[src/rtl/packet_framer.sv]
// Packet framer: buffers packer bytes in a FIFO and emits SYNC, LEN, payload, CHK frames.
// Build option FRAMER_CRC8_EN selects a CRC-8 CHK byte instead of the XOR checksum.
module packet_framer #(
  parameter int          FIFO_DEPTH = 32,
  parameter logic [7:0]  SYNC_BYTE  = 8'hA5
) (
  input  logic       clk,
  input  logic       reset,
  input  logic [7:0] byte_in,
  input  logic       byte_in_valid,
  input  logic       packet_end,
  output logic [7:0] tx_data,
  output logic       tx_valid,
  input  logic       tx_ready,
  output logic       busy,
  output logic       overflow
);

  localparam int AW = $clog2(FIFO_DEPTH);
  localparam logic [AW:0] PTR_ONE = 1;

  typedef enum logic [2:0] {ST_IDLE, ST_SYNC, ST_LEN, ST_DATA, ST_CHK} state_t;

  logic [7:0] mem [FIFO_DEPTH];
  logic [AW:0] wr_ptr, commit_ptr, rd_ptr, rd_next;
  logic [7:0] pend_len, pend_chk;
  logic       pend_bad;
  logic       desc_valid;
  logic [7:0] desc_len, desc_chk;
  state_t     state;
  logic [7:0] cnt, out_len;
`ifdef FRAMER_CRC8_EN
  logic [7:0] crc;

  function automatic logic [7:0] crc8_byte(input logic [7:0] c, input logic [7:0] d);
    logic [7:0] r;
    r = c ^ d;
    for (int i = 0; i < 8; i++) r = r[7] ? ({r[6:0], 1'b0} ^ 8'h07) : {r[6:0], 1'b0};
    return r;
  endfunction
`else
  logic [7:0] out_chk;
`endif

  logic       full, byte_acc, bad_next, drop, commit, hs, desc_take;
  logic [7:0] len_next, chk_next;

  always_comb begin
    full      = (wr_ptr[AW] != rd_ptr[AW]) && (wr_ptr[AW-1:0] == rd_ptr[AW-1:0]);
    byte_acc  = byte_in_valid & ~full;
    len_next  = pend_len + {7'd0, byte_acc};
    chk_next  = pend_chk ^ (byte_acc ? byte_in : 8'd0);
    bad_next  = pend_bad | (byte_in_valid & full);
    drop      = packet_end & (bad_next | desc_valid);
    commit    = packet_end & ~bad_next & ~desc_valid & (len_next != 8'd0);
    hs        = tx_valid & tx_ready;
    desc_take = desc_valid & ((state == ST_IDLE) | ((state == ST_CHK) & hs));
    rd_next   = rd_ptr + PTR_ONE;
  end

  assign busy = (state != ST_IDLE) | desc_valid;

  always_ff @(posedge clk) begin
    if (byte_acc) mem[wr_ptr[AW-1:0]] <= byte_in;
  end

  // Input side: wr_ptr runs ahead speculatively and rolls back to commit_ptr on a drop.
  always_ff @(posedge clk or posedge reset) begin
    if (reset) begin
      wr_ptr     <= '0;
      commit_ptr <= '0;
      pend_len   <= '0;
      pend_chk   <= '0;
      pend_bad   <= 1'b0;
      overflow   <= 1'b0;
      desc_valid <= 1'b0;
      desc_len   <= '0;
      desc_chk   <= '0;
    end else begin
      overflow <= drop;
      if (drop)          wr_ptr <= commit_ptr;
      else if (byte_acc) wr_ptr <= wr_ptr + PTR_ONE;
      if (commit) commit_ptr <= wr_ptr + {{AW{1'b0}}, byte_acc};
      if (packet_end) begin
        pend_len <= '0;
        pend_chk <= '0;
        pend_bad <= 1'b0;
      end else begin
        pend_len <= len_next;
        pend_chk <= chk_next;
        pend_bad <= bad_next;
      end
      if (commit) begin
        desc_valid <= 1'b1;
        desc_len   <= len_next;
        desc_chk   <= chk_next ^ len_next;
      end else if (desc_take) begin
        desc_valid <= 1'b0;
      end
    end
  end

  // Output FSM: tx_data always holds the byte for the current state, loaded one step early.
  always_ff @(posedge clk or posedge reset) begin
    if (reset) begin
      state    <= ST_IDLE;
      tx_valid <= 1'b0;
      tx_data  <= '0;
      rd_ptr   <= '0;
      cnt      <= '0;
      out_len  <= '0;
`ifdef FRAMER_CRC8_EN
      crc      <= '0;
`else
      out_chk  <= '0;
`endif
    end else begin
      if (desc_take) begin
        state    <= ST_SYNC;
        tx_valid <= 1'b1;
        tx_data  <= SYNC_BYTE;
        cnt      <= desc_len;
        out_len  <= desc_len;
`ifdef FRAMER_CRC8_EN
        crc      <= crc8_byte(8'd0, desc_len);
`else
        out_chk  <= desc_chk;
`endif
      end else if (hs) begin
        case (state)
          ST_SYNC: begin
            state   <= ST_LEN;
            tx_data <= out_len;
          end
          ST_LEN: begin
            state   <= ST_DATA;
            tx_data <= mem[rd_ptr[AW-1:0]];
          end
          ST_DATA: begin
            rd_ptr <= rd_next;
            cnt    <= cnt - 8'd1;
`ifdef FRAMER_CRC8_EN
            crc    <= crc8_byte(crc, tx_data);
`endif
            if (cnt == 8'd1) begin
              state <= ST_CHK;
`ifdef FRAMER_CRC8_EN
              tx_data <= crc8_byte(crc, tx_data);
`else
              tx_data <= out_chk;
`endif
            end else begin
              tx_data <= mem[rd_next[AW-1:0]];
            end
          end
          ST_CHK: begin
            state    <= ST_IDLE;
            tx_valid <= 1'b0;
            tx_data  <= '0;
          end
          default: begin
            state    <= ST_IDLE;
            tx_valid <= 1'b0;
          end
        endcase
      end
    end
  end

endmodule
[config.mk]
export PLATFORM = sky130hd
export DESIGN_NAME = packet_framer
export DESIGN_NICKNAME = d
export VERILOG_FILES = /design/src/rtl/packet_framer.sv
export SDC_FILE = /design/constraint.sdc
export NUM_CORES = 1
export LEC_CHECK = 0
export CAP_MARGIN = 20
export CORE_AREA = 2 2 196 198
export DETAILED_ROUTE_END_ITERATION = 8
export DIE_AREA = 0 0 198 200
export SKIP_LAST_GASP = 1
export SYNTH_ARGS = -nofsm -noshare
export SYNTH_HDL_FRONTEND = slang
export SYNTH_SLANG_ARGS = --single-unit
[constraint.sdc]
create_clock -name clk -period 3.9 [get_ports clk]
set_input_delay 0.78 -clock clk [delete_from_list [all_inputs] [get_ports clk]]
set_output_delay 0.78 -clock clk [all_outputs]
set_load 0.01 [all_outputs]
; ---- Word level (Yosys, flattened, before mapping)
; Memory sizes are Yosys's and may differ from the RTL's.
; Index checks and enable logic that the tools add are counted.
[word_totals]
regBits = 89
mem_bits_rw = 256
mem_count = 1
[memory_table]
columns = memory, words, word_bits, read_ports, rd_clocked_by_memory_dff, write_ports, line
row1 = mem, 32, 8, 2, 0, 1, 24  ; logic [7:0] mem [FIFO_DEPTH];
[classes]
n_addsub = 5
n_eq_ne = 9
mux = 24
bitwise = 19
reduce_logical = 15
[op_table]
columns = operator, n
row1 = $mux W8, 9
row2 = $pmux W8 S4, 1
row3 = $xor A8 B8 Y8, 2
row4 = $add A6 B1 Y6 const B, 2
row5 = $mux W6, 2
row6 = $and A1 B1 Y1, 9
row7 = $mux W3, 3
row8 = $pmux W3 S3, 1
row9 = $add A8 B1 Y8, 1
row10 = $eq A8 B1 Y1 const B, 1
row11 = $mux W1, 8
row12 = $reduce_and A2 Y1, 4
row13 = $reduce_bool A2 Y1, 4
row14 = $reduce_bool A8 Y1, 1
row15 = $sub A8 B1 Y8 const B, 1
row16 = $add A6 B1 Y6, 1
row17 = $eq A3 B2 Y1 const B, 2
row18 = $eq A5 B5 Y1, 1
row19 = $reduce_bool A5 Y1, 1
row20 = $not A1 Y1, 4
row21 = $or A1 B1 Y1, 4
row22 = $eq A3 B1 Y1 const B, 1
row23 = $eq A3 B3 Y1 const B, 1
row24 = $logic_not A3 Y1, 1
row25 = 7 further kinds, 7

; ---- Depth between registers and ports, before layout
; Gate-level depths: netlist (run 1).
[logic_depth]
word_depth = 9
depth_mapped = 14
mapped_depth_nobuf = 10

; ---- Worst setup path before layout (run 1)
; OpenSTA, ideal clock, no wires.
[synth_path]
path_kind = reg2reg
start = reg rd_ptr[2]
end = reg commit_ptr[0]
setup_ns = 0.127
arrival_time_ns = 2.907
t_required_ns = 3.773
slack_ns = 0.866
path_stages_with_launch = 14
n_path_buf = 4
period_less_slack_ns = 3.034
path_cell_list = dfrtp_1 > buf_4 > xnor2_1 > nand4_2 > o21a_1 > buf_2 > ha_1 > and4_1 > buf_2 > a211o_1 > a211oi_1 > a21oi_1 > buf_4 > mux2_1
[synth_via]
elab_chain_len = 8
[synth_lines]
columns = element, line
row1 = "start, declared", 25  ; logic [AW:0] wr_ptr, commit_ptr, rd_ptr, rd_next;
row2 = "start signal, assigned", 140  ; rd_ptr <= rd_next;
row3 = $eq A5 B5 Y1 *, 49  ; full = (wr_ptr[AW] != rd_ptr[AW]) && (wr_ptr[AW-1:0] == rd_ptr[AW-1:0]);
row4 = $logic_and A1 B1 Y1 *, 49
row5 = "parallel branches: the longest is 6 deep, another holds $add A8 B1 Y8", n/a
row6 = "end signal, assigned", 83  ; if (commit) commit_ptr <= wr_ptr + {{AW{1'b0}}, byte_acc};
row7 = "end, declared", 25
; Mark *: on every way between the ends.
; A chain may end at the register's enable or synchronous reset.

; ---- Worst setup path in the final report (run 1)
[layout_path]
start = reg rd_ptr[0]
end = reg desc_chk[4]
[layout_via]
elab_chain_len = 8
[layout_lines]
columns = element, line
row1 = $eq A5 B5 Y1 *, 49
row2 = $logic_and A1 B1 Y1 *, 49
row3 = "parallel branches: the longest is 6 deep, another holds $add A8 B1 Y8", n/a
row4 = "end signal, assigned", 96  ; desc_chk <= chk_next ^ len_next;
row5 = "end, declared", 29  ; logic [7:0] desc_len, desc_chk;
; Marks and branches as above.

==> results of run 1 <==
[layer usage]
metal / vias up / global-route usage [%] / share of wire [%]
li1: 4593 / - / -
met1: 5416 / 32.42 / 43
met2: 357 / 37.27 / 47
met3: 88 / 3.595 / 6.8
met4: 0 / 7.797 / 3.2
met5: - / 0 / 0
[sequential cells by signal, summed over array words and instances (netlist names)]
name / count
desc_valid: 1
mem: 256
pend_bad: 1
out_len: 8
rd_ptr: 6
overflow: 1
commit_ptr: 6
desc_chk: 8
pend_chk: 8
tx_data: 8
out_chk: 8
pend_len: 8
desc_len: 8
tx_valid: 1
wr_ptr: 6
cnt: 8
state: 3
[Yosys cell counts (21+ instances only)]
master | n | share of area (%)
a21oi_1 | 51 | 1.5
buf_2 | 33 | 0.99
clkbuf_1 | 22 | 0.49
dfrtp_1 | 89 | 13
edfxtp_1 | 256 | 46
mux2i_1 | 32 | 1.9
mux4_2 | 114 | 15
nand2_1 | 120 | 2.7
nand3_1 | 27 | 0.81
nor2_1 | 106 | 2.4
o21ai_0 | 21 | 0.63
xor2_1 | 26 | 1.4
[stage by stage]
| stage | total power (W) | hold WS, ns | util, % | worst slack (ns) |
|---|---|---|---|---|
| global placement | 0.01079 | 0.4598 | 47.55 | 0.4774 |
| CTS | 0.01434 | 0.4813 | 50.78 | 0.6167 |
| global route | 0.01497 | 0.4896 | 50.78 | 0.3155 |
| finish | 0.01426 | 0.4743 | 50.78 | 0.5583 |
| floorplan | 0.009092 | 0.4315 | - | 0.8131 |
| detailed placement | 0.01082 | 0.4656 | 47.55 | 0.4675 |
[power by group through the flow]
stage / clock network [W] / logic (W) / registers [W]
global placement: 0 / 0.00587 / 0.00492
finish: 0.00350 / 0.00588 / 0.00487
CTS: 0.00356 / 0.00590 / 0.00487
global route: 0.00371 / 0.00633 / 0.00493
detailed placement: 0 / 0.00588 / 0.00494
floorplan: 0 / 0.00432 / 0.00477
[worst register-to-register path, stage by stage (launching register included)]
cell	delay, ns
dfrtp_4	0.55
xnor2_1	0.17
nand2_1	0.23
o21a_1	0.27
buf_4	0.18
ha_1	0.24
and3b_1	0.17
o21ai_0	0.18
a211oi_1	0.14
a21oi_4	0.60
buf_4	0.33
nor2_1	0.06
a21oi_1	0.13
[layout by cell type (no fill, tap or decap), types with 5 or more instances in the layout]
cell	instances
a211oi_1	5
a21oi_1	50
a22oi_1	10
and2_1	5
buf_4	68
clkbuf_1	5
clkbuf_16	40
clkdlybuf4s50_1	23
clkinv_1	7
clkinv_2	8
dfrtp_1	85
edfxtp_1	256
ha_1	10
inv_1	12
mux2_2	13
mux2i_1	32
mux4_1	6
mux4_2	114
nand2_1	120
nand3_1	27
nand4_1	17
nor2_1	106
nor2b_1	7
nor3_1	15
nor4_1	6
o211ai_1	13
o21ai_0	21
o21ai_1	7
o22ai_1	6
or3_1	5
xnor2_1	20
xor2_1	26
[cells by family (layout without fill, tap and decap cells)]
kind of cell	count (synthesis)	count (layout)	share of synthesized area [%]
XOR/XNOR	48	48	2.606
flip-flops	345	345	59.33
adder cells (fa/ha/maj)	11	11	0.8236
AND/OR/NAND/NOR	338	338	9.277
AO/OA/AOI/OAI	149	149	5.855
buffers and inverters	86	175	2.740
multiplexers	169	169	19.37
[how the worst max path moves through the flow]
stage                             start            end  slack [ns]  cells after the start
after CTS                     rd_ptr[0]    desc_chk[4]        0.62                     12
after floorplan                   reset         cnt[0]        0.81                      1
after global placement    byte_in_valid  commit_ptr[3]        0.48                     11
final                         rd_ptr[0]    desc_chk[4]        0.56                     12
after global routing          rd_ptr[0]    desc_chk[4]        0.32                     12
after detailed placement  byte_in_valid    desc_chk[1]        0.47                     11
[area by class of cell]
type,instances,share of cell area (%)
Clock buffer,45,5.369
Clock inverter,22,1.001
Timing Repair Buffer,94,4.216
Inverter,14,0.2899
Sequential cell,345,52.25
Multi-Input combinational cell,715,33.50
Tap cell,511,3.366
==> summary.md, run 1 <==
| Metric | Value |
|---|---|
| Clock transition at path regs | `around 0.06 ns` |
| Final WL | `44200 um` |
| Top FF cell, synth | `edfxtp_1` |
| Comb power frac | `between 40% and 50%` |
| Minimum clock period | `approximately 3.3 ns` |
| Die width | `a little under 200 um` |
| Slew Viols, Final | `0` |
| Largest net degree at the start of global routing | `between 100 and 150` |
| Worst R2R Start | `rd_ptr[0]` |
| Mapped cell area | `roughly 17000 um2` |
| Critical path capture point type | `flop` |
| Register area share after synthesis | `59.33%` |
| Max-cap viol count | `0` |
| Total CTS buffers | `37` |
| Gr usage total | `between 20% and 30%` |
| Dpl cell area | `~18000 um2` |
| Hold_buf cts | `0` |
| Int Pwr | `approximately 0.0091 W` |
| Slew margin rel. | `31.71%` |
| Pwr/cell area | `750.6 nW/um2` |
| Worst flop-to-flop path endpoint | `desc_chk[4]` |
| Vias per inst | `around 6` |
| Tightest Pin Transition | `1.024 ns` |
| Vias | `approximately 10000` |
| CP required | `around 4.3 ns` |
| TritonCTS Sinks | `about 350` |
| Skew-Pair Late Insertion Delay | `about 0.53 ns` |
| RSZ-0062 raised after global routing | `no` |
| Final hold violations | `0` |
| Syn nets | `1170` |
| Hold wc startpoint | `desc_chk[2]` |
| Mapped Cells | `approximately 1100` |
| Synthesis Warnings | `0` |
| Flops & latches, synth | `around 350` |
| Sw Ratio | `a little over a third` |
| Reg2reg path depth | `12` |
| Async SR Flop Fraction | `25.80%` |
| EDFF count, synth | `between 200 and 300` |
| GRT Residual Overflow | `0` |
| Worst EP arrival | `about 3.8 ns` |
| Switch Pwr | `roughly 0.005 W` |
| CP bufs+invs | `2` |
| Antenna violations before repair | `0` |
| Worst Setup Path Type | `reg2reg` |
| Clock network power share | `between 20% and 30%` |
| Hold WC Path Type | `reg2reg` |
| Syn_area_per_cell | `roughly 15 um2` |
| Fillers | `roughly 3100` |
| Routed Antenna Nets | `0` |
| Startpoint types | `flop` |
| Clock Tree Buf Depth | `3` |
| Total negative slack | `0 ns` |
| Hold path depth | `2` |
| P&R area growth vs syn | `13.66%` |
| Netlist cell types | `74` |
| Max Freq | `approximately 300 MHz` |
| Slowest CP cell | `a21oi_4` |
| # H-tree levels | `2` |
| Crit path cell chain | `xnor2_1, nand2_1, o21a_1, buf_4, ha_1, and3b_1, o21ai_0, a211oi_1, a21oi_4, buf_4, nor2_1, a21oi_1` |
| Tcrit/Tclk final | `about 86%` |
| Die Area | `39600 um2` |
| Final Setup Violations | `0` |
| Routability Congestion | `0.9138` |
| R2R setup slack | `between 0.5 and 0.6 ns` |
| Rows | `roughly 70` |
| Ports | `24` |
| Top cell by count, worst path | `buf_4` |
| Initial DRC Count | `roughly 900` |
| Clock Skews | `roughly 0.017 ns` |
| Global-route wire length before repair | `between 60000 and 70000 um` |
| Outcome | `completed` |
| Post-Layout Inst Area | `about 19000 um2` |
| # DRC | `0` |
| Core area | `between 30000 and 40000 um2` |
| Area of the multi-input gates | `between 6000 and 7000 um2` |
| Area occupied by registers | `between 9000 and 10000 um2` |
| Post-CTS Resized | `0` |
| Sequential Power Share | `approximately 34%` |
| Initial Utilization | `44.68%` |
| Vias in the first global route | `approximately 11000` |
| Root buffer cell | `clkbuf_16` |
| Detailed placer's ending HPWL | `between 30000 and 40000 um` |
| Post-CTS Setup Bufs | `0` |
| Pre-antenna DRT Iters | `7` |
| Cell family with the largest share of critical-path delay | `compound AO/OA/AOI/OAI gates` |
| Detailed-route wire length per cell | `25.31 um` |
| Worst IR Drop VDD | `between 0.5 and 0.6 mV` |
| Max incr delay on CP | `about 0.6 ns` |
| Antenna diodes | `0` |
| DIE HEIGHT | `about 200 um` |
| Crit Path Max Fanout | `26` |
| Leakage | `6.631 nW` |
| CTS tree | `yes` |
| Layout cell share with drive strength beyond 1 | `between 20 and 25%` |
| Nets | `approximately 1200` |
| Hold Path End | `out_chk[2]` |
| Layout Cells excl Fill | `between 1500 and 2000` |
| PortBufs | `23` |
| Dpl cells | `1679` |
(Power assumes the default switching activity.)
==> run 2, diff against run 1 <==
==> constraint.sdc (replaced) <==
create_clock -name clk -period 4.09 [get_ports clk]
set_input_delay 0.818 -clock clk [delete_from_list [all_inputs] [get_ports clk]]
set_output_delay 0.818 -clock clk [all_outputs]
set_load 0.01 [all_outputs]
==> run 2 against run 1 <==
Maximum frequency fell by 0.49%. Design area barely moved. Sequential share of layout area hardly changed. Flip-flop and latch count did not move. Highest routed layer unchanged.
==> summary.md, run 2 (synthesis gave the netlist of run 1 again) <==
| Metric | Value |
|---|---|
| Outcome | `completed` |
| Vias in the first global route | `10428 (-1.2%)` |
| CTS tree | `yes` |
| Die Area | `39600 um2 (unchanged)` |
| Routed Antenna Nets | `0 (unchanged)` |
| Clock Tree Buf Depth | `3 (unchanged)` |
| Minimum clock period | `3.358 ns (+0.01652 ns)` |
| DIE HEIGHT | `200 um (unchanged)` |
| Max Freq | `297.8 MHz (-0.49%)` |
| Leakage | `6.630 nW (about the same)` |
| R2R setup slack | `0.73 ns (+0.17 ns)` |
| Dpl cells | `1679 (unchanged)` |
| Final Setup Violations | `0 (unchanged)` |
| GRT Residual Overflow | `0 (unchanged)` |
| # DRC | `0 (unchanged)` |
| Antenna violations before repair | `0 (unchanged)` |
| Max-cap viol count | `0 (unchanged)` |
| Post-CTS Resized | `0 (unchanged)` |
| Detailed placer's ending HPWL | `30150 um (-1.6%)` |
| Largest net degree at the start of global routing | `52 (-58%)` |
| Initial Utilization | `44.68% (unchanged)` |
| RSZ-0062 raised after global routing | `no` |
| Total CTS buffers | `38 (+2.7%)` |
| CP startpoint | `wr_ptr[0]` |
| Global-route wire length before repair | `65640 um (-1.3%)` |
| # H-tree levels | `2 (unchanged)` |
| CP required | `4.51 ns (+0.17 ns)` |
| Worst Setup Path Type | `reg2reg` |
| Hold WC Path Type | `reg2reg` |
| Tcrit/Tclk final | `82.11% (-3.6 points)` |
| Clock Skews | `0.01253 ns (-0.004708 ns)` |
| Worst IR Drop VDD | `0.3958 mV (-28%)` |
| Critical path capture point type | `flop` |
| Final WL | `43530 um (-1.5%)` |
| Most common cell after layout, fill and taps aside | `edfxtp_1` |
| Die width | `198 um (unchanged)` |
| Root buffer cell | `clkbuf_16` |
| Initial DRC Count | `966 (+6.9%)` |
| P&R area growth vs syn | `13.62% (about the same)` |
| Layout Cells excl Fill | `1749 (+0.17%)` |
| Slew Viols, Final | `0 (unchanged)` |
| Antenna diodes | `0 (unchanged)` |
| Vias | `10442 (-0.11%)` |
| Most used cells in the layout excluding fill and tap cells | `256 x edfxtp_1, 120 x nand2_1, 114 x mux4_2, 106 x nor2_1, 85 x dfrtp_1` |
| Nets | `1233 (+0.16%)` |
| Layout cell share with drive strength beyond 1 | `23.02% (+0.43 points)` |
| Reg2reg path depth | `11 (-1)` |
| Worst R2R Start | `wr_ptr[0]` |
| Fillers | `3164 (+1.2%)` |
| Pwr/cell area | `716.3 nW/um2 (-4.6%)` |
| Number of flip-flops in the largest register | `256 (unchanged)` |
| Clock transition at path regs | `0.06 ns (about the same)` |
| PortBufs | `23 (unchanged)` |
| Startpoint types | `flop` |
| Slew margin rel. | `42.45% (+11 points)` |
| Vias per inst | `5.970 (-0.29%)` |
| Core area | `37400 um2 (unchanged)` |
| Gr usage total | `22.72% (-0.39 points)` |
| Tightest Pin Transition | `0.8606 ns (-0.1637 ns)` |
| Ports | `24 (unchanged)` |
| Routability Congestion | `0.9191 (+0.58%)` |
| Hold_ws | `0.4784 ns (+0.004082 ns)` |
| Worst EP arrival | `3.78 ns (about the same)` |
| Detailed-route wire length per cell | `24.89 um (-1.7%)` |
| Final hold violations | `0 (unchanged)` |
| Worst setup path end | `desc_valid` |
| Skew-Pair Late Insertion Delay | `0.54 ns (about the same)` |
| Post-CTS Setup Bufs | `0 (unchanged)` |
| Crit Path Max Fanout | `26 (unchanged)` |
| Total negative slack | `0 ns (unchanged)` |
| Rows | `71 (unchanged)` |
| TritonCTS Sinks | `345 (unchanged)` |
| Worst flop-to-flop path endpoint | `desc_valid` |
| Pre-antenna DRT Iters | `5 (-2)` |
| Hold_buf cts | `0 (unchanged)` |
run 2: cell count changes in the layout (fill, tap and decap cells not counted), moves of 2 or more:
cell,previous run,this run
clkinvlp_4,1,3
clkinv_1,7,3
clkbuf_16,40,38
clkinv_2,8,10
buf_4,68,72
buf_12,3,0
run 2: how the worst min path moves through the flow:
| stage | startpoint | end | cells after the start |
|---|---|---|---|
| 6_report | desc_chk[5] | out_chk[5] | 2 |
| 5_1_grt | desc_chk[5] | out_chk[5] | 2 |
| 4_1_cts | desc_chk[5] | out_chk[5] | 2 |
| 3_5_place_dp | desc_chk[5] | out_chk[5] | 2 |
| 3_3_place_gp | out_chk[4] | out_chk[4] | 2 |
| 2_1_floorplan | desc_chk[0] | out_chk[0] | 2 |
run 2: power breakdown:
part           internal (W)  total (W)  switching [W]
Sequential          0.00427    0.00464       0.000376
Combinational       0.00243    0.00556        0.00313
Clock               0.00199    0.00340        0.00140
run 2: final cells by class:
cell class / instances / area [um2] / share of cell area (%)
clock buffers: 45 / 987.2 / 5.199
clock inverters: 24 / 246.5 / 1.298
inverters: 14 / 55.05 / 0.2899
multi-input cells: 715 / 6364 / 33.52
flip-flops and latches: 345 / 9925 / 52.27
well taps: 511 / 639.4 / 3.367
repair buffers: 95 / 770.7 / 4.059
run 2: critical path, stage by stage, from the launching register on:
cell and delay [ns]:
dfrtp_1 0.52, xnor2_1 0.16, nand2_1 0.24, o21a_1 0.25
buf_4 0.18, ha_1 0.22, and4_1 0.29, a211o_1 0.28
a211oi_1 0.40, a21oi_4 0.27, buf_4 0.26, a21o_1 0.16
run 2: metrics by stage:
step	utilization [%]	cell area [um2]	setup slack, ns	total power [W]
2_1_floorplan	-	16710	0.9651	0.008669
3_3_place_gp	47.45	17750	0.5116	0.01022
3_5_place_dp	47.45	17750	0.4490	0.01026
4_1_cts	50.75	18980	0.7434	0.01369
5_1_grt	50.77	18990	0.5367	0.01427
6_report	50.77	18990	0.7317	0.01360
run 2: per-layer routing:
layer  up-vias  track usage, %  wire length, um  part of all wire [%]
li1       4585               -                -                     -
met2       412           35.89            20420                    47
met1      5367           31.67            18330                    42
met3        78           4.234             3362                   7.7
met4         0           8.549             1418                   3.3
met5         -               0                0                     0
==> RTL edit (settings of run 2) <==
Reset style: synchronous (`reset`), changed in 2 clocked blocks.
--- a/src/rtl/packet_framer.sv
+++ b/src/rtl/packet_framer.sv
@@ -66,5 +66,5 @@
 
   // Input side: wr_ptr runs ahead speculatively and rolls back to commit_ptr on a drop.
-  always_ff @(posedge clk or posedge reset) begin
+  always_ff @(posedge clk) begin
     if (reset) begin
       wr_ptr     <= '0;
@@ -102,5 +102,5 @@
 
   // Output FSM: tx_data always holds the byte for the current state, loaded one step early.
-  always_ff @(posedge clk or posedge reset) begin
+  always_ff @(posedge clk) begin
     if (reset) begin
       state    <= ST_IDLE;
Function: differs if reset is asserted again (counterexample within 4 cycles, from zero or initial values and one cycle with reset high); with reset held inactive, the same outputs for 4 cycles.
==> RTL edit against run 2 <==
Setup slack gained 0.068 ns. Critical endpoint is now commit_ptr[4]. Wire length shrank 0.33%. Synthesized area rose by 0.71%. Sequential cell count grew 5. Cell area down 0.61%. Count of clock-buffer cells in the layout up 4.
Power is not compared: it rests on default switching activity, and its combinational part moved more than twofold at a synthesized area within 25%.
==> RTL edit: results <==
outcome:
  status: "finished, final reports clean"
clock_network:
  cts_made_buffers: 39
critical_path:
  arrival_ns: 3.73
  r2r_end: "commit_ptr[4]"
  cpMaxStageDelayCell: "dfxtp_1"
  ff2ff_path_depth: 12
  critPathMaxStageDelay_ns: 0.65
  crit_path_end: "commit_ptr[4]"
  r2r_slack_ns: 0.80
sta:
  whs_ns: 0.455
  finClkSkew_ns: 0.0135
  worst-slew-pin-transition_ns: 1.02
detailed_routing:
  wl_mm: 43.4
  drtIter0Drc: 899
  route.vias.total: 10200
placed_design:
  dpl_cell_area_um2: 17600
  gp_congestion: 0.858
synth:
  ys_seq_area_share_pct: 56.9
  synth_cell_types: 72
  yosys-top-cells-area: "edfxtp_1, mux4_2, dfxtp_1"
  async_reset_ff_share_pct: 0
  synthCells: 1119
global_route:
  grt_pass1_wl_mm: 64.4
  antenna_found_initial: 3
  grt_max_degree: 55
cells_and_area:
  layout-drive-gt1-share_pct: 22.8
  regArea_um2: 9580
min_path:
  hold-path-endpoint: "out_chk[6]"
  hold_start: "desc_chk[6]"
-- RTL edit: cells by family after synthesis --
group,count (synthesis),share of synthesized area (%)
xor gates and xnor gates,48,2.61
and+or+nand+nor,274,7.42
DFF,350,56.9
buffers and inverters,91,3.79
muxes,173,20.9
adders and majority gates,11,0.818
AOI/OAI and AO/OA,172,7.65
-- RTL edit: metal layers --
| metal | GRT usage [%] | wire length (um) | vias to the layer above |
|---|---|---|---|
| met5 | 0 | 0 | - |
| met4 | 8.86 | 1610 | 0 |
| met3 | 3.53 | 2860 | 80 |
| met2 | 36.3 | 20600 | 336 |
| met1 | 30.5 | 18300 | 5293 |
| li1 | - | - | 4523 |
-- RTL edit: area by class of cell --
cell class | instances | area share [%]
clock buffers | 49 | 5.75
inverters | 13 | 0.259
repair buffers | 81 | 3.72
clock inverters | 20 | 0.941
flip-flops and latches | 350 | 50.8
multi-input cells | 678 | 35.2
well taps | 511 | 3.39
